File: config.mk
export PLATFORM = sky130hd
export DESIGN_NAME = program_loader_flat
export DESIGN_NICKNAME = d
export VERILOG_FILES = /design/src/rtl/program_loader_if.sv /design/src/rtl/program_loader.sv /design/src/flat_wrapper.sv
export SDC_FILE = /design/constraint.sdc
export NUM_CORES = 1
export LEC_CHECK = 0
export ABC_AREA = 1
export CORE_MARGIN = 2
export CORE_UTILIZATION = 47
export DETAILED_ROUTE_END_ITERATION = 12
export PLACE_DENSITY = 0.82
export SLEW_MARGIN = 20
export SYNTH_ARGS = -nofsm -noshare
export SYNTH_HDL_FRONTEND = slang
export SYNTH_SLANG_ARGS = --single-unit
File: constraint.sdc
create_clock -name i_clk -period 1.6 [get_ports i_clk]
set_input_delay 0.24 -clock i_clk [delete_from_list [all_inputs] [get_ports i_clk]]
set_output_delay 0.24 -clock i_clk [all_outputs]
set_load 0.01 [all_outputs]
File: src/rtl/program_loader_if.sv
// Instruction-memory debug write port driven by the program loader.
interface program_loader_if #(
  parameter int unsigned NB_DATA    = 32,
  parameter int unsigned NB_ADDRESS = 32
);
  logic                  debug;
  logic                  debug_w_en;
  logic [NB_ADDRESS-1:0] debug_w_addr;
  logic [NB_DATA-1:0]    debug_w_data;

  modport master (
    output debug,
    output debug_w_en,
    output debug_w_addr,
    output debug_w_data
  );

  modport slave (
    input debug,
    input debug_w_en,
    input debug_w_addr,
    input debug_w_data
  );
endinterface

File: src/rtl/program_loader.sv
// Byte-stream command decoder: loads instruction memory ('L'), runs ('R')
// or single-steps ('S') the pipeline.
module program_loader #(
  parameter int unsigned         NB_DATA       = 32,
  parameter int unsigned         NB_ADDRESS    = 32,
  parameter int unsigned         N_MEM_ADDRESS = 128,
  parameter logic [NB_DATA-1:0]  HALT_CODE     = NB_DATA'(32'hFFFF_FFFF)
) (
  input  logic                  i_clk,
  input  logic                  i_reset,
  input  logic [7:0]            i_rx_data,
  input  logic                  i_rx_valid,
  input  logic                  i_cpu_halted,
  program_loader_if.master      dbg,
  output logic                  o_cpu_clk_en,
  output logic                  o_cpu_reset,
  output logic                  o_load_done,
  output logic [NB_ADDRESS-1:0] o_word_count,
  output logic [1:0]            o_state
);

  localparam int unsigned NB_BYTE  = 8;
  localparam int unsigned NB_SHIFT = NB_DATA - NB_BYTE;

  localparam logic [NB_ADDRESS-1:0] LAST_ADDR = NB_ADDRESS'(N_MEM_ADDRESS - 1);
  localparam logic [7:0] CMD_LOAD = 8'h4C;
  localparam logic [7:0] CMD_RUN  = 8'h52;
  localparam logic [7:0] CMD_STEP = 8'h53;

  typedef enum logic [1:0] {
    IDLE = 2'd0,
    LOAD = 2'd1,
    RUN  = 2'd2,
    STEP = 2'd3
  } state_t;

  state_t                state_q, state_d;
  logic [NB_ADDRESS-1:0] addr_q, addr_d;
  logic [NB_ADDRESS-1:0] word_cnt_q, word_cnt_d;
  logic [1:0]            byte_cnt_q, byte_cnt_d;
  logic [NB_SHIFT-1:0]   shift_q, shift_d;
  logic [NB_DATA-1:0]    w_data_q, w_data_d;
  logic                  w_en_q, w_en_d;
  logic                  load_done_q, load_done_d;
  logic                  cpu_reset_q, cpu_reset_d;
  logic [NB_DATA-1:0]    word_c;

  // Incoming byte completes the word MSB-first.
  assign word_c = {shift_q, i_rx_data};

  always_ff @(posedge i_clk) begin
    if (i_reset) begin
      state_q     <= IDLE;
      addr_q      <= '0;
      word_cnt_q  <= '0;
      byte_cnt_q  <= '0;
      shift_q     <= '0;
      w_data_q    <= '0;
      w_en_q      <= 1'b0;
      load_done_q <= 1'b0;
      cpu_reset_q <= 1'b0;
    end else begin
      state_q     <= state_d;
      addr_q      <= addr_d;
      word_cnt_q  <= word_cnt_d;
      byte_cnt_q  <= byte_cnt_d;
      shift_q     <= shift_d;
      w_data_q    <= w_data_d;
      w_en_q      <= w_en_d;
      load_done_q <= load_done_d;
      cpu_reset_q <= cpu_reset_d;
    end
  end

  always_comb begin
    state_d     = state_q;
    addr_d      = addr_q;
    word_cnt_d  = word_cnt_q;
    byte_cnt_d  = byte_cnt_q;
    shift_d     = shift_q;
    w_data_d    = w_data_q;
    w_en_d      = 1'b0;
    load_done_d = 1'b0;
    cpu_reset_d = 1'b0;

    case (state_q)
      IDLE: begin
        if (i_rx_valid) begin
          case (i_rx_data)
            CMD_LOAD: begin
              state_d     = LOAD;
              addr_d      = '0;
              byte_cnt_d  = '0;
              word_cnt_d  = '0;
              cpu_reset_d = 1'b1;
            end
            CMD_RUN:  state_d = RUN;
            CMD_STEP: state_d = STEP;
            default:  ;
          endcase
        end
      end
      LOAD: begin
        if (i_rx_valid) begin
          shift_d    = word_c[NB_SHIFT-1:0];
          byte_cnt_d = byte_cnt_q + 2'd1;
          if (byte_cnt_q == 2'd3) begin
            w_en_d      = 1'b1;
            w_data_d    = word_c;
            load_done_d = (word_c == HALT_CODE) || (addr_q == LAST_ADDR);
          end
        end
        // Advance the index once the write strobe has been presented.
        if (w_en_q) begin
          addr_d     = addr_q + NB_ADDRESS'(1);
          word_cnt_d = word_cnt_q + NB_ADDRESS'(1);
          if (load_done_q) state_d = IDLE;
        end
      end
      RUN: begin
        if (i_cpu_halted) state_d = IDLE;
      end
      STEP: begin
        state_d = IDLE;
      end
      default: state_d = IDLE;
    endcase
  end

  // Clock enable follows i_cpu_halted combinationally so it drops in the halt cycle.
  assign o_cpu_clk_en = ((state_q == RUN) && !i_cpu_halted) || (state_q == STEP);

  assign dbg.debug        = (state_q == LOAD);
  assign dbg.debug_w_en   = w_en_q;
  assign dbg.debug_w_addr = addr_q;
  assign dbg.debug_w_data = w_data_q;

  assign o_cpu_reset  = cpu_reset_q;
  assign o_load_done  = load_done_q;
  assign o_word_count = word_cnt_q;
  assign o_state      = state_q;

endmodule

File: src/flat_wrapper.sv
// flat-port wrapper written by rule: the top's interface ports become plain ports
module program_loader_flat 
#(
  parameter int unsigned         NB_DATA       = 32,
  parameter int unsigned         NB_ADDRESS    = 32,
  parameter int unsigned         N_MEM_ADDRESS = 128,
  parameter logic [NB_DATA-1:0]  HALT_CODE     = NB_DATA'(32'hFFFF_FFFF)
)
  (i_clk, i_reset, i_rx_data, i_rx_valid, i_cpu_halted, o_cpu_clk_en, o_cpu_reset, o_load_done, o_word_count, o_state, dbg_debug, dbg_debug_w_en, dbg_debug_w_addr, dbg_debug_w_data);
  program_loader_if #(.NB_DATA(NB_DATA), .NB_ADDRESS(NB_ADDRESS)) dbg_i ();
  input  logic i_clk;
  input  logic i_reset;
  input  logic [7:0] i_rx_data;
  input  logic i_rx_valid;
  input  logic i_cpu_halted;
  output logic o_cpu_clk_en;
  output logic o_cpu_reset;
  output logic o_load_done;
  output logic [NB_ADDRESS-1:0] o_word_count;
  output logic [1:0] o_state;
  output wire logic [$bits(dbg_i.debug)-1:0] dbg_debug;
  output wire logic [$bits(dbg_i.debug_w_en)-1:0] dbg_debug_w_en;
  output wire logic [$bits(dbg_i.debug_w_addr)-1:0] dbg_debug_w_addr;
  output wire logic [$bits(dbg_i.debug_w_data)-1:0] dbg_debug_w_data;
  assign dbg_debug = dbg_i.debug;
  assign dbg_debug_w_en = dbg_i.debug_w_en;
  assign dbg_debug_w_addr = dbg_i.debug_w_addr;
  assign dbg_debug_w_data = dbg_i.debug_w_data;
  program_loader #(.NB_DATA(NB_DATA), .NB_ADDRESS(NB_ADDRESS), .N_MEM_ADDRESS(N_MEM_ADDRESS), .HALT_CODE(HALT_CODE)) u_core (.i_clk(i_clk), .i_reset(i_reset), .i_rx_data(i_rx_data), .i_rx_valid(i_rx_valid), .i_cpu_halted(i_cpu_halted), .dbg(dbg_i), .o_cpu_clk_en(o_cpu_clk_en), .o_cpu_reset(o_cpu_reset), .o_load_done(o_load_done), .o_word_count(o_word_count), .o_state(o_state));
endmodule
## Word-level counts from Yosys, hierarchy flattened

Index checks and enable logic that the tools add are counted.

- Output and inout port bits: 103
- Word-level logic and storage cells: 64
- Register bits after elaboration: 127

- Eq/ne operators: 16
- Bitwise gates (word level): 4
- Add/sub/neg operators: 3
- Multiplexer cells: 18
- Reduce and logical (&&, ||, !) cells: 14

Operators with widths:

| kind | count |
|---|---|
| 32-bit 2-to-1 mux | 4 |
| 32-bit case mux with 2 select lines | 2 |
| 32-bit by 1-bit adder with 32-bit output (second input constant) | 2 |
| 32-bit equality test (second input constant) | 1 |
| 32-bit by 7-bit equality test with 1-bit output (second input constant) | 1 |
| 8-bit by 7-bit equality test with 1-bit output (second input constant) | 3 |
| 2-bit 2-to-1 mux | 7 |
| 2-bit != test (second input constant) | 4 |
| 2-bit case mux with 4 select lines | 1 |
| 4-bit AND reduction | 2 |
| 2-bit equality test (second input constant) | 3 |
| 2-bit case mux with 3 select lines | 1 |
| 3-bit OR reduction | 2 |
| 5-bit AND reduction | 1 |
| 2-bit by 1-bit != test with 1-bit output (second input constant) | 2 |
| 4-bit != test (second input constant) | 1 |
| 1-bit NOT | 4 |
| 2-bit case mux with 2 select lines | 1 |
| 4-bit OR reduction | 1 |
| 3-bit AND reduction | 1 |
| 2-bit by 1-bit adder with 2-bit output (second input constant) | 1 |
| 2-bit by 1-bit equality test with 1-bit output (second input constant) | 1 |
| 2-bit logical NOT | 1 |
| 1-bit logical OR | 2 |
| 5 further kinds | 6 |

## Longest topological paths before layout

- Word-level depth: 4
- Gate-level depth with buffers: 11
- Gate-level depth less buffers: 10

## Least setup slack after synthesis

Ideal clock, no wire load.

- Path kind: reg-to-reg
- From: register u_core.addr_q[1] (netlist: u_core.dbg.debug_w_addr[1])
- To: register u_core.addr_q[30] (netlist: u_core.dbg.debug_w_addr[30])
- Clock period less this slack: 1.608 ns
- Stages on the path, launching flop included: 11
- Library setup time: 0.113 ns
- Setup slack: -0.008 ns
- Data arrival time: 1.495 ns
- Cell sequence: dfxtp_1 -> ha_1 -> nand2_1 -> nor2_1 -> nand3_1 -> nor2_1 -> nand2_1 -> nor2_1 -> nand2_1 -> nand2_1 -> nor2_1

- Longest elaborated chain between the ends: 3

RTL lines:

| what | line | RTL |
|---|---|---|
| start, declared | program_loader.sv:38 | `logic [NB_ADDRESS-1:0] addr_q, addr_d;` |
| start signal, assigned | program_loader.sv:64 | `addr_q <= addr_d;` |
| 32-bit by 1-bit adder with 32-bit output | program_loader.sv:115 | `addr_d = addr_q + NB_ADDRESS'(1);` |
| 32-bit 2-to-1 mux | program_loader.sv:114 | `if (w_en_q) begin` |
| 32-bit case mux with 2 select lines | program_loader.sv:86 | `case (state_q)` |

No other way between the ends. The select of a mux whose other input is x is not followed.
A chain may end at the register's enable or synchronous reset.

## Final worst setup path

- From: register u_core.addr_q[11] (netlist: u_core.dbg.debug_w_addr[11])
- To: output dbg_debug_w_addr[11]

RTL lines:

| what | line | RTL |
|---|---|---|
| end, declared | flat_wrapper.sv:23 | `output wire logic [$bits(dbg_i.debug_w_addr)-1:0] dbg_debug_w_addr;` |

No word-level cell between the ends.

==> results_dict.tcl <==
set metrics [dict create \
    power_frac_comb_pct 4.1 \
    layout-drive-gt1-share_pct 21.6 \
    required_ps 1360 \
    clock_sinks 127 \
    critical_path_arrival_ps 1350 \
    initial_core_util_pct 47.9 \
    crit_fanout 5 \
    regArea_um2 2590 \
    seq_area_frac_synth_pct 42.2 \
    start_kind "flip-flop" \
    p_leak_uw 0.00403 \
    rsz0062_at_grt "yes" \
    drtAntennaViolNets 0 \
    io_pins 115 \
    fmax_ghz 0.631 \
    drc_errors 0 \
    pwr-share-clk_pct 52.6 \
    cts_max_path_buffers 2 \
    hold_class "reg2reg" \
    avgViaCountPerCell 5.37 \
    total_power_uw 7330 \
    area_growth_pct 53.3 \
    insertion_delay_ps 420 \
    end_kind "primary output" \
    setup-tns-final_ps 0 \
    cts_max_level 4 \
    min_period_ps 1590 \
    clk_pin_slew_ps 60 \
    ctsRootBufferMaster "clkbuf_16" \
    grt_max_degree 40 \
    maxSlewViolCount 0 \
    fin_crit_sh_pct 99.1 \
    overflow 0 \
    synthesis.area_um2 6020 \
    cts_tree "yes" \
    critical_path.top_delay_family "buffers and inverters" \
    syn_nets 944 \
    n_antenna_cell 0 \
    nets 1151 \
    maxCapViolCount 0 \
    cpMaxStageDelayCell "clkdlybuf4s50_1" \
    dr.pass1.iters 7 \
    switching_share_pct 22.2 \
    path_cells "clkdlybuf4s50_1" \
    wl_per_cell_um 15.1 \
    cpPeakStageDelay_ps 550 \
    finalSetupViolCount 0 \
    die_y_um 117 \
    ys_types 30 \
    vias 7086 \
    gp_congestion 0.903 \
    slew_headroom_pct 71.8 \
    cp_num_buf_inv 1 \
    hold_violations 0 \
    yosysWarnings 0 \
    synth_seq_cells 127 \
    port_buffers 114 \
    groute.usage.overall_pct 26.3 \
    tightest_slew_ps 420 \
    multi_input_area_um2 3280 \
    status "complete, no violations" \
    grt_pass1_wl_um 28400 \
    coreArea_um2 12600 \
    die_area_um2 13700 \
    antenna_found_initial 0 \
    netlist_instances 929 \
    grt_pass1_vias 6257 \
    row_count 41 \
    ir_worst_vdd_v 0.000888 \
    skew_ps 6.18 \
    drt-total-wl_um 19900 \
    drtIter0Drc 535 \
    p_int_uw 5700 \
    critical_path_class "reg2out" \
    cts_made_buffers 17 \
    ctsHoldBuffers 0 \
    powerDensity_nw_per_um2 794 \
    fillCellCount 976 \
    switchingPower_uw 1630 \
    synth_area_per_cell_um2 6.48 \
    sequentialPowerShare_pct 43.3 \
    hpwl_um 12400 \
    die_w_um 117 \
]
stage by stage:
step                      worst slack [ps]  hold slack, ps  std cells  cell area, um^2  utilization (%)
final                                 14.3             465       1320             9230             73.4
after CTS                            0.182             467       1301             8590             68.4
after global placement                -287             451       1269             7970             63.4
after detailed placement              -326             459       1269             7970             63.4
after global routing                  -144             493       1320             9230             73.4
after floorplan                       13.3             343        929             6020                -
kinds of logic after synthesis:
logic type | after synthesis | synth area share, %
AO/OA/AOI/OAI | 141 | 12.1
XOR/XNOR | 1 | 0.146
adder cells (fa/ha/maj) | 3 | 0.624
buffers and inverters | 139 | 9.12
flip-flops | 127 | 42.2
AND/OR/NAND/NOR | 518 | 35.8
final timing paths:
path	from	to	slack, ps	cells past startpoint
setup / recovery	u_core.dbg.debug_w_addr[11]	dbg_debug_w_addr[11]	10	1
hold / removal	u_core.byte_cnt_q[1]	u_core.byte_cnt_q[1]	460	2
setup reg to reg	u_core.o_state[1]	u_core.o_word_count[25]	20	9
hold reg to reg	u_core.byte_cnt_q[1]	u_core.byte_cnt_q[1]	460	2
flip-flops by register name, summed over array words and instances, names as in the netlist, 2 cells and up:
signal,count
u_core.dbg.debug_w_addr,32
u_core.dbg.debug_w_data,32
u_core.o_word_count,32
u_core.shift_q,24
u_core.byte_cnt_q,2
u_core.o_state,2
cells in the mapped netlist (all sizes together):
master    n  share of area, %
a31oi     1              0.21
nor3     17               1.4
a21oi    61               5.1
inv     106               6.6
nor2    185                12
clkbuf   14              0.89
o21ai    77               6.5
dfxtp   127                42
nand2   211                13
ha        3              0.62
clkinv    1             0.062
nand3b    1              0.12
nand3    79               6.7
and2      2              0.21
o211a     1              0.17
o211ai    1              0.12
nor4      4              0.42
xnor2     1              0.15
nand4    19               2.0
buf      18               1.6
placed cells by master, fill, tap and decap left out, types with 3 or more instances in the layout:
cell type        count
dfxtp_4              4
nor2_1             140
o21ai_1              6
clkinvlp_4           3
dfxtp_2             25
buf_4               88
inv_2                3
buf_6                3
nand2_1            198
nor4_1               4
nand3_2              4
nor3_1              14
clkdlybuf4s50_1     42
nand2_2             11
inv_1              101
dfxtp_1             98
nand3_4              4
o21ai_0             70
clkinv_2             4
buf_12               8
clkbuf_16           23
nor2_4              16
clkbuf_8             3
a21oi_1             57
nand4_1             19
nor3_2               3
nor2_2              29
a21oi_2              3
nand3_1             71
dlymetal6s2s_1      22
dlygate4sd2_1       48
layout make-up:
type / count / share of cell area (%)
timing repair buffer: 220 / 23.3
clock buffer: 21 / 5.10
tap: 172 / 2.33
inverter: 107 / 4.43
multi-input combinational: 663 / 35.6
clock inverter: 10 / 1.21
sequential: 127 / 28.1
routing by layer:
layer,global-route usage (%),vias to the layer above,part of all wire (%),routed length (um)
li1,-,3401,-,-
met1,30.5,3283,39,7750
met2,46.7,327,50,9980
met3,5.66,75,7.3,1450
met4,11.5,0,3.8,755
met5,0,-,0,0
power by group through the flow:
stage	Clock, uW	Sequential (uW)	Combinational [uW]
detailed placement	0	3250	238
CTS	3860	3180	243
finish	3850	3170	301
floorplan	0	3240	110
global route	4000	3170	319
global placement	0	3250	233
timing repair:
item,CTS,global route
pin swaps,0,26
endpoints found under the setup margin,126,92
resized for setup,93,122
gates cloned,0,7
buffers inserted,1,12
Note: power is estimated with default switching activity, not from simulation.
